## src/rtl/fc_layer_seq_pkg.sv

```systemverilog
// Shared types, default widths and sign-extension helper for the
// fully-connected layer sequencer.
package fc_pkg;

    typedef enum logic [1:0] {
        IDLE,
        MAC,
        TAIL,
        BIAS
    } state_t;

    localparam int unsigned IN_W   = 30;
    localparam int unsigned W_W    = 9;
    localparam int unsigned ACC_W  = 38;
    localparam int unsigned SEXT_W = 64;

    // Replicate bit (width-1) of v into every higher bit; callers then
    // truncate the result to the accumulator width.
    function automatic logic [SEXT_W-1:0] sext_acc(input logic [SEXT_W-1:0] v,
                                                   input int unsigned width);
        logic [SEXT_W-1:0] r;
        r = v;
        for (int unsigned i = 0; i < SEXT_W; i++) begin
            if (i >= width) r[i] = v[width-1];
        end
        return r;
    endfunction

endpackage

```

## src/rtl/fc_layer_seq_if.sv

```systemverilog
// Control, memory-read and result bus of the fully-connected layer sequencer.
interface fc_layer_seq_if
    import fc_pkg::*;
#(
    parameter int unsigned N_IN  = 3136,
    parameter int unsigned N_OUT = 10,
    parameter int unsigned IN_W  = fc_pkg::IN_W,
    parameter int unsigned W_W   = fc_pkg::W_W,
    parameter int unsigned ACC_W = fc_pkg::ACC_W
);
    localparam int unsigned IA_W = (N_IN > 1) ? $clog2(N_IN) : 1;
    localparam int unsigned WA_W = (N_IN * N_OUT > 1) ? $clog2(N_IN * N_OUT) : 1;
    localparam int unsigned BA_W = (N_OUT > 1) ? $clog2(N_OUT) : 1;

    logic                    start;
    logic                    busy;
    logic [IA_W-1:0]         in_addr;
    logic signed [IN_W-1:0]  in_data;
    logic [WA_W-1:0]         w_addr;
    logic signed [W_W-1:0]   w_data;
    logic [BA_W-1:0]         b_addr;
    logic signed [W_W-1:0]   b_data;
    logic                    out_valid;
    logic [BA_W-1:0]         out_idx;
    logic signed [ACC_W-1:0] out_data;
    logic                    done;

    modport master (
        input  start, in_data, w_data, b_data,
        output busy, in_addr, w_addr, b_addr, out_valid, out_idx, out_data, done
    );

    modport slave (
        output start, in_data, w_data, b_data,
        input  busy, in_addr, w_addr, b_addr, out_valid, out_idx, out_data, done
    );

endinterface

```

## src/rtl/fc_layer_seq_mac.sv

```systemverilog
// Registered multiply-accumulate: clear, accumulate a product, and/or add a
// sign-extended bias, all wrapping in two's complement at ACC_W bits.
module fc_mac
    import fc_pkg::*;
#(
    parameter int unsigned IN_W  = fc_pkg::IN_W,
    parameter int unsigned W_W   = fc_pkg::W_W,
    parameter int unsigned ACC_W = fc_pkg::ACC_W
) (
    input  logic                    clk,
    input  logic                    rst,
    input  logic                    clr,
    input  logic                    en,
    input  logic                    add_bias,
    input  logic signed [IN_W-1:0]  in_data,
    input  logic signed [W_W-1:0]   w_data,
    input  logic signed [W_W-1:0]   b_data,
    output logic signed [ACC_W-1:0] acc
);
    localparam int unsigned P_W = IN_W + W_W;

    logic signed [P_W-1:0]   prod;
    logic signed [ACC_W-1:0] prod_x;
    logic signed [ACC_W-1:0] bias_x;

    always_comb begin
        prod   = P_W'(in_data) * P_W'(w_data);
        prod_x = '0;
        bias_x = '0;
        if (en)       prod_x = $signed(ACC_W'(sext_acc(SEXT_W'(unsigned'(prod)), P_W)));
        if (add_bias) bias_x = $signed(ACC_W'(sext_acc(SEXT_W'(unsigned'(b_data)), W_W)));
    end

    always_ff @(posedge clk) begin
        if (rst || clr) acc <= '0;
        else            acc <= acc + prod_x + bias_x;
    end

endmodule

```

## src/rtl/fc_layer_seq.sv

```systemverilog
// Fully-connected layer sequencer: walks N_IN input/weight pairs per neuron
// through one shared MAC, adds the bias and emits one result per neuron.
module fc_layer_seq
    import fc_pkg::*;
#(
    parameter int unsigned N_IN  = 3136,
    parameter int unsigned N_OUT = 10,
    parameter int unsigned IN_W  = fc_pkg::IN_W,
    parameter int unsigned W_W   = fc_pkg::W_W,
    parameter int unsigned ACC_W = fc_pkg::ACC_W
) (
    input logic            clk,
    input logic            rst,
    fc_layer_seq_if.master bus
);
    localparam int unsigned IA_W = (N_IN > 1) ? $clog2(N_IN) : 1;
    localparam int unsigned WA_W = (N_IN * N_OUT > 1) ? $clog2(N_IN * N_OUT) : 1;
    localparam int unsigned BA_W = (N_OUT > 1) ? $clog2(N_OUT) : 1;

    state_t                  state;
    logic                    clr;
    logic                    en;
    logic                    add_bias;
    logic signed [ACC_W-1:0] acc;

    // The bias is folded into the TAIL update (b_data is already valid there),
    // so the accumulator holds the finished neuron value during BIAS.
    always_comb begin
        clr      = (state == IDLE) || (state == BIAS);
        en       = ((state == MAC) && (bus.in_addr != '0)) || (state == TAIL);
        add_bias = (state == TAIL);
    end

    fc_mac #(
        .IN_W (IN_W),
        .W_W  (W_W),
        .ACC_W(ACC_W)
    ) u_mac (
        .clk     (clk),
        .rst     (rst),
        .clr     (clr),
        .en      (en),
        .add_bias(add_bias),
        .in_data (bus.in_data),
        .w_data  (bus.w_data),
        .b_data  (bus.b_data),
        .acc     (acc)
    );

    always_ff @(posedge clk) begin
        if (rst) begin
            state         <= IDLE;
            bus.busy      <= 1'b0;
            bus.in_addr   <= '0;
            bus.w_addr    <= '0;
            bus.b_addr    <= '0;
            bus.out_valid <= 1'b0;
            bus.out_idx   <= '0;
            bus.out_data  <= '0;
            bus.done      <= 1'b0;
        end else begin
            bus.out_valid <= 1'b0;
            bus.done      <= 1'b0;
            case (state)
                IDLE: begin
                    // A start coinciding with done must be re-asserted.
                    if (bus.start && !bus.done) begin
                        state    <= MAC;
                        bus.busy <= 1'b1;
                    end
                end
                MAC: begin
                    if (bus.in_addr == IA_W'(N_IN - 1)) begin
                        state <= TAIL;
                    end else begin
                        bus.in_addr <= bus.in_addr + IA_W'(1);
                        bus.w_addr  <= bus.w_addr + WA_W'(1);
                    end
                end
                TAIL: state <= BIAS;
                BIAS: begin
                    bus.out_valid <= 1'b1;
                    bus.out_idx   <= bus.b_addr;
                    bus.out_data  <= acc;
                    if (bus.b_addr == BA_W'(N_OUT - 1)) begin
                        state       <= IDLE;
                        bus.busy    <= 1'b0;
                        bus.done    <= 1'b1;
                        bus.in_addr <= '0;
                        bus.w_addr  <= '0;
                        bus.b_addr  <= '0;
                    end else begin
                        state       <= MAC;
                        bus.in_addr <= '0;
                        bus.w_addr  <= bus.w_addr + WA_W'(1);
                        bus.b_addr  <= bus.b_addr + BA_W'(1);
                    end
                end
                default: state <= IDLE;
            endcase
        end
    end

endmodule

```

## src/flat_wrapper.sv

```systemverilog
// flat-port wrapper written by rule: the top's interface ports become plain ports
module fc_layer_seq_flat import fc_pkg::*;
#(
    parameter int unsigned N_IN  = 3136,
    parameter int unsigned N_OUT = 10,
    parameter int unsigned IN_W  = fc_pkg::IN_W,
    parameter int unsigned W_W   = fc_pkg::W_W,
    parameter int unsigned ACC_W = fc_pkg::ACC_W
)
  (clk, rst, bus_start, bus_in_data, bus_w_data, bus_b_data, bus_busy, bus_in_addr, bus_w_addr, bus_b_addr, bus_out_valid, bus_out_idx, bus_out_data, bus_done);
  fc_layer_seq_if #(.N_IN(N_IN), .N_OUT(N_OUT), .IN_W(IN_W), .W_W(W_W), .ACC_W(ACC_W)) bus_i ();
  input logic clk;
  input logic rst;
  input wire logic [$bits(bus_i.start)-1:0] bus_start;
  input wire logic [$bits(bus_i.in_data)-1:0] bus_in_data;
  input wire logic [$bits(bus_i.w_data)-1:0] bus_w_data;
  input wire logic [$bits(bus_i.b_data)-1:0] bus_b_data;
  output wire logic [$bits(bus_i.busy)-1:0] bus_busy;
  output wire logic [$bits(bus_i.in_addr)-1:0] bus_in_addr;
  output wire logic [$bits(bus_i.w_addr)-1:0] bus_w_addr;
  output wire logic [$bits(bus_i.b_addr)-1:0] bus_b_addr;
  output wire logic [$bits(bus_i.out_valid)-1:0] bus_out_valid;
  output wire logic [$bits(bus_i.out_idx)-1:0] bus_out_idx;
  output wire logic [$bits(bus_i.out_data)-1:0] bus_out_data;
  output wire logic [$bits(bus_i.done)-1:0] bus_done;
  assign bus_i.start = bus_start;
  assign bus_i.in_data = bus_in_data;
  assign bus_i.w_data = bus_w_data;
  assign bus_i.b_data = bus_b_data;
  assign bus_busy = bus_i.busy;
  assign bus_in_addr = bus_i.in_addr;
  assign bus_w_addr = bus_i.w_addr;
  assign bus_b_addr = bus_i.b_addr;
  assign bus_out_valid = bus_i.out_valid;
  assign bus_out_idx = bus_i.out_idx;
  assign bus_out_data = bus_i.out_data;
  assign bus_done = bus_i.done;
  fc_layer_seq #(.N_IN(N_IN), .N_OUT(N_OUT), .IN_W(IN_W), .W_W(W_W), .ACC_W(ACC_W)) u_core (.clk(clk), .rst(rst), .bus(bus_i));
endmodule
```

## config.mk

```make
export PLATFORM = sky130hd
export DESIGN_NAME = fc_layer_seq_flat
export DESIGN_NICKNAME = d
export VERILOG_FILES = /design/src/rtl/fc_layer_seq_pkg.sv /design/src/rtl/fc_layer_seq_if.sv /design/src/rtl/fc_layer_seq_mac.sv /design/src/rtl/fc_layer_seq.sv /design/src/flat_wrapper.sv
export SDC_FILE = /design/constraint.sdc
export NUM_CORES = 1
export LEC_CHECK = 0
export BUFFER_PORTS_ARGS = -buffer_cell sky130_fd_sc_hd__buf_2
export CORE_MARGIN = 2
export CORE_UTILIZATION = 35
export DETAILED_ROUTE_END_ITERATION = 10
export GPL_ROUTABILITY_DRIVEN = 0
export HOLD_SLACK_MARGIN = 0.02
export MAX_ROUTING_LAYER = met4
export PLACE_DENSITY_LB_ADDON = 0.2
export SYNTH_ARGS = -nofsm -noshare
export SYNTH_HDL_FRONTEND = slang
export SYNTH_SLANG_ARGS = --single-unit
```

## constraint.sdc

```tcl
create_clock -name clk -period 25.1 [get_ports clk]
set_input_delay 3.765 -clock clk [delete_from_list [all_inputs] [get_ports clk]]
set_output_delay 3.765 -clock clk [all_outputs]
set_load 0.05 [all_outputs]
```

==> results.cfg <==
[status]
status = finished, final reports clean

[setup_path]
cp_data_required_time_ns = 25.40
worstPathMaxFanout = 30
worstPathArrival_ns = 11.79
cp_top_family = adder cells
crit_buf_inv = 4
cpPeakStageDelay_ns = 0.57
cpMostUsedCell = fa_1
reg2reg_depth = 19
cp.depth = 32
crit_path_end_kind = flop
crit_slowest_cell = o41ai_1
startpoint_type = input pin
critPathKind = in2reg

[power_and_ir_drop]
p_clk_share_pct = 12.1
seqPwrFrac_pct = 11.7
internal_power_w = 0.0009589
switchingPower_w = 0.0009328
p_sw_share_pct = 49.31
comb_power_share_pct = 76.2
p_per_area_nw_per_um2 = 110.2
power_leakage_nw = 8.074
p_total_w = 0.001892
irDropWorstVdd_v = 0.00006003

[yosys]
avgSynthCellArea_um2 = 9.207
async_flop_share_pct = 0
seq_area_frac_synth_pct = 15.05
synth_nets = 2100
synth_area_um2 = 15430
synth_cell_types = 72
synth_enable_flop_cells = 0
synthFlopType = dfxtp_1
yosys_warnings = 0
ys_ff_latch = 116
synth_cells = 1676

[clock_tree]
ctsResizeCount = 0
cts_buffer_depth = 2
post-cts-setup-buffer-count = 0
insertion_delay_ns = 0.43
cts_root_buf = clkbuf_16
cts_tree = built
htreeDepth = 4
ctsHoldBuffers = 0
cts.clk_slew.worst_paths_ns = 0.06
cts_buffers = 17
clock-sinks = 116

[global_routing]
grt_pass1_wl_um = 62510
antenna_found_initial = 1
overflow = 0
grt_usage_pct = 17.33
grt_pass1_vias = 11970
grt_max_degree = 61

[detailed_routing]
vias = 11490
drc = 0
viasPerCell = 4.861
wl_per_cell_um = 15.86
antenna_left = 0
drtIter0Drc = 479
dr.pass1.iters = 4
wl_um = 37490

[floorplanning]
die_w_um = 214.0
die_area_um2 = 45790
coreArea_um2 = 43270
std_cell_rows = 76
die_y_um = 214.0
ios = 127
initial_core_util_pct = 35.67

[finish]
diodes = 0
area_growth_syn_to_layout_pct = 11.24
finalCoreUtilization_pct = 39.67
final_nets = 2190
fillers = 4455
drive_gt1_share_pct = 11.02

[sta]
hold_violations = 0
worst_slack_ns = 13.62
worst_slew_pin_slew_ns = 0.9421
max_slew_margin_pct = 37.19
rsz0062_at_grt = no
fin_crit_sh_pct = 45.74
timing.hold.ws_ns = 0.4718
fin_skew_ns = 0.01893
setup_tns_ns = 0
slew_viol_final = 0
timing.fmax_mhz = 87.10
period_needed_ns = 11.48
setup_violations = 0

[placed_design]
port_buffers = 126
dp_slack_ns = 13.18
hpwl_um = 29840

[run]
drv_cap = 0

[hold_path]
hp-class = reg2reg
min_path_cells = 2
## area by class of cell
type                            instances  area (um^2)  area share, %
Timing Repair Buffer                  131        668.1          3.892
Inverter                              169        634.4          3.696
Clock inverter                          9        78.83         0.4592
Tap cell                              585        732.0          4.264
Multi-Input combinational cell       1331        12250          71.38
Sequential cell                       116         2322          13.53
Clock buffer                           23        478.0          2.784
## cells in the mapped netlist, types with 4 or more instances
library cell | count | area share [%]
o21a_1 | 14 | 0.68
dfxtp_1 | 116 | 15
o21bai_1 | 8 | 0.39
nand2b_1 | 22 | 0.89
o21ai_0 | 44 | 1.4
buf_1 | 6 | 0.15
a21boi_0 | 4 | 0.19
xnor2_1 | 40 | 2.3
nor2_1 | 160 | 3.9
mux2i_1 | 41 | 2.7
inv_1 | 169 | 4.1
a31oi_1 | 5 | 0.20
and3_1 | 13 | 0.53
ha_1 | 121 | 9.8
clkbuf_1 | 50 | 1.2
a21o_1 | 28 | 1.4
nor2b_1 | 31 | 1.3
a211oi_1 | 6 | 0.29
nand4_1 | 8 | 0.32
or3_1 | 6 | 0.24
a21oi_2 | 4 | 0.23
nor3_1 | 20 | 0.65
fa_1 | 252 | 33
a21oi_1 | 68 | 2.2
xor2_1 | 41 | 2.3
and2_1 | 150 | 6.1
nand3_1 | 22 | 0.71
nand2_1 | 166 | 4.0
## routing by layer
metal	part of all wire (%)	track usage [%]	wire length, um
met1	43	20.97	16090
met2	53	30.79	19830
met3	2.7	2.187	1002
met4	1.5	3.776	562
met5	0	-	0
## placed cells by master, fill, tap and decap left out, types with 5 or more instances in the layout
cell type / n
ha_1: 120
and3_1: 13
o21bai_1: 8
fa_1: 252
nand2_1: 166
nand2b_1: 22
nor2b_1: 31
a31oi_1: 5
inv_1: 169
and2_1: 149
nand3_1: 22
buf_4: 5
buf_2: 126
nor2_1: 160
a21o_1: 28
mux2i_1: 41
clkbuf_16: 17
o21a_1: 14
or3_1: 6
a21oi_2: 5
nand4_1: 8
xor2_1: 41
a211oi_1: 6
xnor2_1: 40
o21ai_0: 44
clkinv_2: 5
nor3_1: 20
a21oi_1: 67
dfxtp_1: 116
## worst paths after layout
path,start,endpoint,slack (ns)
min,u_core.bus.out_idx[0],u_core.bus.out_idx[0],0.47
max,bus_w_data[0],u_core.u_mac.acc[37],13.62
min reg2reg,u_core.bus.out_idx[0],u_core.bus.out_idx[0],0.47
max reg2reg,u_core.bus.in_addr[6],u_core.u_mac.acc[37],20.07
## state kept, by name, summed over array words and instances, names as in the netlist
signal                cells
u_core.bus.out_data      38
u_core.u_mac.acc         38
u_core.bus.w_addr        15
u_core.bus.in_addr       12
u_core.bus.b_addr         4
u_core.bus.out_idx        4
u_core.state              2
u_core.bus.busy           1
u_core.bus.done           1
u_core.bus.out_valid      1
## cells by family (layout without fill, tap and decap cells)
logic type      count (synthesis)  after routing  share of synthesized area, %
compound gates                218            218                         9.908
xor+xnor                       81             81                         4.597
fa+ha+maj                     373            373                         42.50
buf+inv                       229            332                         5.603
flops                         116            116                         15.05
mux                            41             41                         2.660
simple gates                  618            618                         19.68
## worst min-delay path, delay by kind of cell (launching register included)
| kind | cells | cell delay [ns] |
|---|---|---|
| compound gates | 1 | 0.06 |
| simple gates | 1 | 0.06 |
| flops | 1 | 0.31 |
## stage by stage
stage,instances,instance area [um^2]
6_report,2364,17170
5_1_grt,2364,17170
3_5_place_dp,2332,16610
3_3_place_gp,2332,16610
2_1_floorplan,1676,15430
4_1_cts,2364,17170
## power by group through the flow
stage | clock (W) | combinational (W) | sequential, W
floorplan | 0 | 0.00113 | 0.000231
global placement | 0 | 0.00146 | 0.000225
detailed placement | 0 | 0.00146 | 0.000226
CTS | 0.000234 | 0.00148 | 0.000222
global route | 0.000244 | 0.00166 | 0.000224
finish | 0.000229 | 0.00144 | 0.000221
No activity file was read; power rests on OpenSTA's default activity.
